<file path="config.mk">
export PLATFORM = sky130hd
export DESIGN_NAME = fifo_64x8
export DESIGN_NICKNAME = d
export VERILOG_FILES = /design/src/rtl/fifo_64x8_pkg.sv /design/src/rtl/fifo_mem_64x8.sv /design/src/rtl/fifo_64x8.sv
export SDC_FILE = /design/constraint.sdc
export NUM_CORES = 1
export LEC_CHECK = 0
export BUFFER_PORTS_ARGS = -buffer_cell sky130_fd_sc_hd__buf_2
export CAP_MARGIN = 20
export CORE_ASPECT_RATIO = 1.4
export CORE_MARGIN = 5
export CORE_UTILIZATION = 61
export DETAILED_ROUTE_END_ITERATION = 8
export PLACE_DENSITY = 0.86
export SLEW_MARGIN = 0
export SYNTH_ARGS = -nofsm -noshare
export SYNTH_HDL_FRONTEND = slang
export SYNTH_SLANG_ARGS = --single-unit
</file>
<file path="constraint.sdc">
create_clock -name clk -period 4.38 [get_ports clk]
set_clock_uncertainty 0.05 [all_clocks]
set_input_delay 0.438 -clock clk [delete_from_list [all_inputs] [get_ports clk]]
set_output_delay 0.438 -clock clk [all_outputs]
set_load 0.02 [all_outputs]
</file>
<file path="src/rtl/fifo_64x8_pkg.sv">
// Shared constants for the 64 x 8 byte FIFO and its storage array.
package fifo_64x8_pkg;

    localparam int DATA_W = 8;
    localparam int DEPTH  = 64;
    localparam int ADDR_W = 6;
    localparam int CNT_W  = ADDR_W + 1;

endpackage

</file>
<file path="src/rtl/fifo_mem_64x8.sv">
// Simple dual-port storage for the byte FIFO: synchronous write, registered read.
// The array itself is never reset; only the read register returns to zero.
module fifo_mem_64x8
    import fifo_64x8_pkg::*;
(
    input  logic              clk,
    input  logic              rst_n,
    input  logic              we,
    input  logic [ADDR_W-1:0] waddr,
    input  logic [DATA_W-1:0] wdata,
    input  logic              re,
    input  logic [ADDR_W-1:0] raddr,
    output logic [DATA_W-1:0] rdata
);

    logic [DATA_W-1:0] mem [DEPTH];

    always_ff @(posedge clk) begin
        if (we) begin
            mem[waddr] <= wdata;
        end
    end

    // Read register holds its value whenever no read is requested.
    always_ff @(posedge clk or negedge rst_n) begin
        if (!rst_n) begin
            rdata <= '0;
        end else if (re) begin
            rdata <= mem[raddr];
        end
    end

endmodule

</file>
<file path="src/rtl/fifo_64x8.sv">
// Single-clock 64 x 8 FIFO with count-decoded empty/full flags.
// Define FIFO64X8_ERR_FLAGS_EN to add sticky overflow/underflow outputs.
module fifo_64x8
    import fifo_64x8_pkg::*;
(
    input  logic              clk,
    input  logic              reset_n,
    input  logic              wr_en,
    input  logic              rd_en,
    input  logic [DATA_W-1:0] data_in,
    output logic [DATA_W-1:0] data_o,
    output logic              empty,
`ifdef FIFO64X8_ERR_FLAGS_EN
    output logic              full,
    output logic              overflow,
    output logic              underflow
`else
    output logic              full
`endif
);

    logic [ADDR_W-1:0] wr_ptr_reg;
    logic [ADDR_W-1:0] rd_ptr_reg;
    logic [CNT_W-1:0]  count_reg;
    logic [CNT_W-1:0]  count_next;
    logic              wr_acc;
    logic              rd_acc;

    // Both accept decisions use the flags as they stood at the start of the cycle.
    assign wr_acc = wr_en && !full;
    assign rd_acc = rd_en && !empty;

    assign empty = (count_reg == '0);
    assign full  = (count_reg == CNT_W'(DEPTH));

    always_comb begin
        count_next = count_reg;
        case ({wr_acc, rd_acc})
            2'b10:   count_next = count_reg + CNT_W'(1);
            2'b01:   count_next = count_reg - CNT_W'(1);
            default: count_next = count_reg;
        endcase
    end

    always_ff @(posedge clk or negedge reset_n) begin
        if (!reset_n) begin
            wr_ptr_reg <= '0;
            rd_ptr_reg <= '0;
            count_reg  <= '0;
        end else begin
            if (wr_acc) begin
                wr_ptr_reg <= wr_ptr_reg + ADDR_W'(1);
            end
            if (rd_acc) begin
                rd_ptr_reg <= rd_ptr_reg + ADDR_W'(1);
            end
            count_reg <= count_next;
        end
    end

    fifo_mem_64x8 u_mem (
        .clk   (clk),
        .rst_n (reset_n),
        .we    (wr_acc),
        .waddr (wr_ptr_reg),
        .wdata (data_in),
        .re    (rd_acc),
        .raddr (rd_ptr_reg),
        .rdata (data_o)
    );

`ifdef FIFO64X8_ERR_FLAGS_EN
    logic overflow_reg;
    logic underflow_reg;

    // Sticky until the next reset.
    always_ff @(posedge clk or negedge reset_n) begin
        if (!reset_n) begin
            overflow_reg  <= 1'b0;
            underflow_reg <= 1'b0;
        end else begin
            if (wr_en && full) begin
                overflow_reg <= 1'b1;
            end
            if (rd_en && empty) begin
                underflow_reg <= 1'b1;
            end
        end
    end

    assign overflow  = overflow_reg;
    assign underflow = underflow_reg;
`endif

endmodule

</file>
==> flow_summary.html <==
<table>
<tr><th>Metric</th><th>Value</th></tr>
<tr><th colspan="2">Global routing</th></tr>
<tr><td>Initial antenna violation count</td><td>0</td></tr>
<tr><td>First-pass GRT wire length</td><td>69100 microns</td></tr>
<tr><td>Maximum number of pins on one net before global-route repair</td><td>65</td></tr>
<tr><td>Vias in the first global route</td><td>11000</td></tr>
<tr><td>Residual overflow from global routing</td><td>0</td></tr>
<tr><td>Tot GR Track Use</td><td>0.237</td></tr>
<tr><th colspan="2">Layout</th></tr>
<tr><td>Synth-to-layout area growth</td><td>9.32%</td></tr>
<tr><td>Number of flip-flops in the largest register</td><td>512</td></tr>
<tr><td>Fin area</td><td>23300 sq um</td></tr>
<tr><td>Share of post-route cells with drive strength above 1</td><td>0.193</td></tr>
<tr><td>Number of nets in the layout</td><td>1136</td></tr>
<tr><td>Fillcell total</td><td>2014</td></tr>
<tr><td>Number of standard cells in the final layout excluding fillers</td><td>1603</td></tr>
<tr><td>Share of the core filled with cells</td><td>0.672</td></tr>
<tr><td>Antenna cells</td><td>0</td></tr>
<tr><th colspan="2">Worst setup path</th></tr>
<tr><td>Type of origin of the critical path</td><td>register</td></tr>
<tr><td>Endpoint type of the worst setup path</td><td>register</td></tr>
<tr><td>Longest individual stage delay on the worst path</td><td>0.57 ns</td></tr>
<tr><td>CP Max Fanout</td><td>10</td></tr>
<tr><td>Worst path cell trace</td><td>or4_4 &gt; o41ai_4 &gt; clkinv_1 &gt; ha_1 &gt; fa_1 &gt; a21o_1 &gt; a21oi_1 &gt; o21ai_0 &gt; a211oi_1 &gt; xnor2_1</td></tr>
<tr><td>Worst endpoint data arrival time</td><td>4.17 ns</td></tr>
<tr><td>Worst Reg-to-Reg Cells</td><td>10</td></tr>
<tr><td>Critical Path RT</td><td>4.81 ns</td></tr>
<tr><td>CP max stage cell</td><td>or4_4</td></tr>
<tr><td>Crit Path Class</td><td>reg -&gt; reg</td></tr>
<tr><th colspan="2">Synth</th></tr>
<tr><td>Area share of the largest cell type after synthesis</td><td>0.720</td></tr>
<tr><td>Synthesized cell area</td><td>21400 sq um</td></tr>
<tr><td>Sequential fraction of the synthesis area</td><td>0.752</td></tr>
<tr><td>Post-synthesis area per instance</td><td>19.7 sq um</td></tr>
<tr><td>Main area contributors after synthesis</td><td>edfxtp_1 72%, mux4_2 9.8%, mux2i_1 3.8%</td></tr>
<tr><td>Top post-synthesis cells by count</td><td>512 x edfxtp_1, 93 x mux4_2, 82 x mux2i_1, 71 x nor2_1, 28 x clkbuf_1</td></tr>
<tr><td>Number of synthesized flops with an enable pin</td><td>512</td></tr>
<tr><td>Main synth FF type</td><td>edfxtp_1</td></tr>
<tr><td>Number of flip-flops and latches in the synthesized netlist</td><td>539</td></tr>
<tr><td>Async set-or-reset flop fraction in the synthesized netlist</td><td>0.0501</td></tr>
<tr><td>Syn. warnings</td><td>0</td></tr>
<tr><td>Area leader, netlist</td><td>edfxtp_1</td></tr>
<tr><td>Synthesized Nets</td><td>1105</td></tr>
<tr><td>Gate count of the mapped netlist</td><td>1084</td></tr>
<tr><td>Count leader, synth</td><td>edfxtp_1</td></tr>
<tr><td>Unique cell type count in the Yosys netlist</td><td>53</td></tr>
<tr><th colspan="2">Drt</th></tr>
<tr><td>Detailed-route via count</td><td>10700</td></tr>
<tr><td>Total wirelength of the detailed-routed design</td><td>45100 microns</td></tr>
<tr><td>Routed Antenna Nets</td><td>0</td></tr>
<tr><td>Number of vias per cell after detailed routing</td><td>6.70</td></tr>
<tr><td>Number of remaining DRC errors</td><td>0</td></tr>
<tr><td>DRT iter0 DRCs</td><td>1322</td></tr>
<tr><td>Post-DR wirelength/cell</td><td>28.2 microns</td></tr>
<tr><td>Drt pass-1 iters</td><td>6</td></tr>
<tr><th colspan="2">Power and ir drop</th></tr>
<tr><td>Clk network pwr share</td><td>0.265</td></tr>
<tr><td>Total internal power</td><td>9.75 mW</td></tr>
<tr><td>Net switching power</td><td>4.29 mW</td></tr>
<tr><td>Power density over the cells</td><td>602 nW/um^2</td></tr>
<tr><td>Peak supply drop</td><td>0.381 mV</td></tr>
<tr><td>Leakage component of the power</td><td>7.56 nW</td></tr>
<tr><td>Part of the power in combinational logic</td><td>0.283</td></tr>
<tr><td>Sequential share of power</td><td>0.452</td></tr>
<tr><td>Switch share</td><td>0.306</td></tr>
<tr><td>Total power draw</td><td>14.0 mW</td></tr>
<tr><th colspan="2">Placement</th></tr>
<tr><td>Post-detailed-placement half-perimeter wirelength</td><td>26400 microns</td></tr>
<tr><td>Cell count after placement</td><td>1518</td></tr>
<tr><td>Number of port buffers</td><td>21</td></tr>
<tr><td>Final weighted congestion in routability-driven placement</td><td>0.826</td></tr>
<tr><td>Placed cell areas</td><td>21900 sq um</td></tr>
<tr><td>Pre-CTS WS</td><td>0.819 ns</td></tr>
<tr><th colspan="2">Clock network</th></tr>
<tr><td>Root Driver</td><td>clkbuf_16</td></tr>
<tr><td>TritonCTS buffer count</td><td>44</td></tr>
<tr><td>Number of clock sinks</td><td>539</td></tr>
<tr><td>H-tree level count</td><td>2</td></tr>
<tr><td>CTS max path bufs</td><td>3</td></tr>
<tr><td>CTS tree</td><td>done</td></tr>
<tr><td>Clock network latency to the later pin of the worst-skew pair</td><td>0.55 ns</td></tr>
<tr><td>Clock input transition at the sequential cells of the worst setup and hold paths</td><td>0.07 ns</td></tr>
<tr><th colspan="2">Floorplanning</th></tr>
<tr><td>Die Area</td><td>38900 sq um</td></tr>
<tr><td>IO Count</td><td>22</td></tr>
<tr><td>Num rows</td><td>81</td></tr>
<tr><td>Die outline width</td><td>168 microns</td></tr>
<tr><td>Starting Density</td><td>0.614</td></tr>
<tr><td>Core Footprint</td><td>34800 sq um</td></tr>
<tr><td>Vertical die dimension</td><td>231 microns</td></tr>
<tr><th colspan="2">Job</th></tr>
<tr><td>Max Cap Violations</td><td>0</td></tr>
<tr><th colspan="2">STA</th></tr>
<tr><td>FMAX</td><td>267 MHz</td></tr>
<tr><td>Slew at the pin with the worst max-slew slack</td><td>1.06 ns</td></tr>
<tr><td>Hold Worst Slack</td><td>0.128 ns</td></tr>
<tr><td>Number of hold-slack violations in the final timing report</td><td>0</td></tr>
<tr><td>Setup repair after global routing missed its margin</td><td>false</td></tr>
<tr><td>Number of pins exceeding their max-slew limit in the final report</td><td>0</td></tr>
<tr><td>Relative slew slack</td><td>0.293</td></tr>
<tr><td>PnR worst setup slack</td><td>0.641 ns</td></tr>
<tr><td>Setup-failing EPs final</td><td>0</td></tr>
<tr><td>Post-route clock period utilization</td><td>0.854</td></tr>
<tr><td>Setup tns final</td><td>0 ns</td></tr>
<tr><td>Min Clock Period, post-route</td><td>3.74 ns</td></tr>
<tr><th colspan="2">Worst hold path</th></tr>
<tr><td>Class of the tightest hold or removal check</td><td>in -&gt; reg</td></tr>
<tr><td>Hold Path Stages</td><td>1</td></tr>
<tr><th colspan="2">Run status</th></tr>
<tr><td>Result of the run</td><td>complete, no violations</td></tr>
</table>
## power groups by stage
stage	clock network, mW	logic, mW	registers (mW)
detailed placement	0	3.90	6.45
global placement	0	3.80	6.42
global route	3.99	4.20	6.38
CTS	3.76	3.95	6.34
floorplan	0	3.02	6.20
finish	3.73	3.97	6.34
## per-layer routing
layer / part of all wire / wire, microns / vias up / global-route usage
met2: 0.52 / 23600 / 552 / 0.398
met5: 0 / 0 / - / 0
met1: 0.36 / 16400 / 5576 / 0.316
met4: 0.043 / 1920 / 0 / 0.101
li1: - / - / 4496 / -
met3: 0.071 / 3190 / 113 / 0.0319
## critical path: cells and delay by family, from the launching register on
kind,cells,cell delay (ns)
compound gates,5,1.26
xor+xnor,1,0.15
fa+ha+maj,2,0.89
buf+inv,1,0.31
flops,1,0.42
simple gates,1,0.57
## kinds of logic (layout without fill, tap and decap cells)
| logic type | after synthesis | after routing | synth area share |
|---|---|---|---|
| xor+xnor | 14 | 14 | 0.00574 |
| flops | 539 | 539 | 0.752 |
| fa+ha+maj | 9 | 9 | 0.00563 |
| buf+inv | 68 | 131 | 0.0163 |
| simple gates | 131 | 131 | 0.0275 |
| compound gates | 132 | 132 | 0.0482 |
| mux | 191 | 191 | 0.145 |
## path summary, 6_finish.rpt
check                      slack, ns                 startpoint                         end
max                             0.64   count_reg[4]$_DFFE_PN0P_    count_reg[6]$_DFFE_PN0P_
min                             0.13                 data_in[7]  u_mem.mem[53][7]$_DFFE_PP_
max reg2reg                     0.64   count_reg[4]$_DFFE_PN0P_    count_reg[6]$_DFFE_PN0P_
min reg2reg                     0.47  wr_ptr_reg[2]$_DFFE_PN0P_   wr_ptr_reg[2]$_DFFE_PN0P_
max in group asynchronous       3.34                    reset_n   rd_ptr_reg[1]$_DFFE_PN0P_
min in group asynchronous       0.41                    reset_n    count_reg[2]$_DFFE_PN0P_
## cells in the final DEF, fill, tap and decap left out, drive strengths merged, types with 3 or more instances in the layout
cell     netlist  routed
nor2          71      71
o22ai         15      15
ha             8       8
mux2i         82      82
o221ai        15      15
nand2         26      26
inv            6       6
o21ai         14      14
a211oi        10      10
a21o          10      10
clkinv         1      20
clkbuf        28      55
nor2b          7       7
a211o          7       7
buf           33      45
a221oi         8       8
edfxtp       512     512
mux4          93      93
xnor2         13      13
nand3          5       5
dfrtp         27      27
a221o          8       8
o211ai         7       7
a2bb2oi       14      14
mux2          16      16
and2           3       3
a21boi        14      14
a21oi          3       3
nand3b         3       3
## layout make-up
type | count | area, sq um | area share
clock buffer | 55 | 1180 | 0.0507
clock inverter | 23 | 155 | 0.00665
inverter | 7 | 26.3 | 0.00113
multi-input combinational | 477 | 4950 | 0.212
sequential | 539 | 16100 | 0.688
tap | 456 | 571 | 0.0244
timing repair buffer | 46 | 395 | 0.0169
## timing repair
action / 4_1_cts / 5_1_grt
resized for setup: 0 / 0
hold buffers: 1 / 0
endpoints found under the hold margin: 27 / 0
setup buffers: 0 / 0
Power figures use the tool's default switching activity.
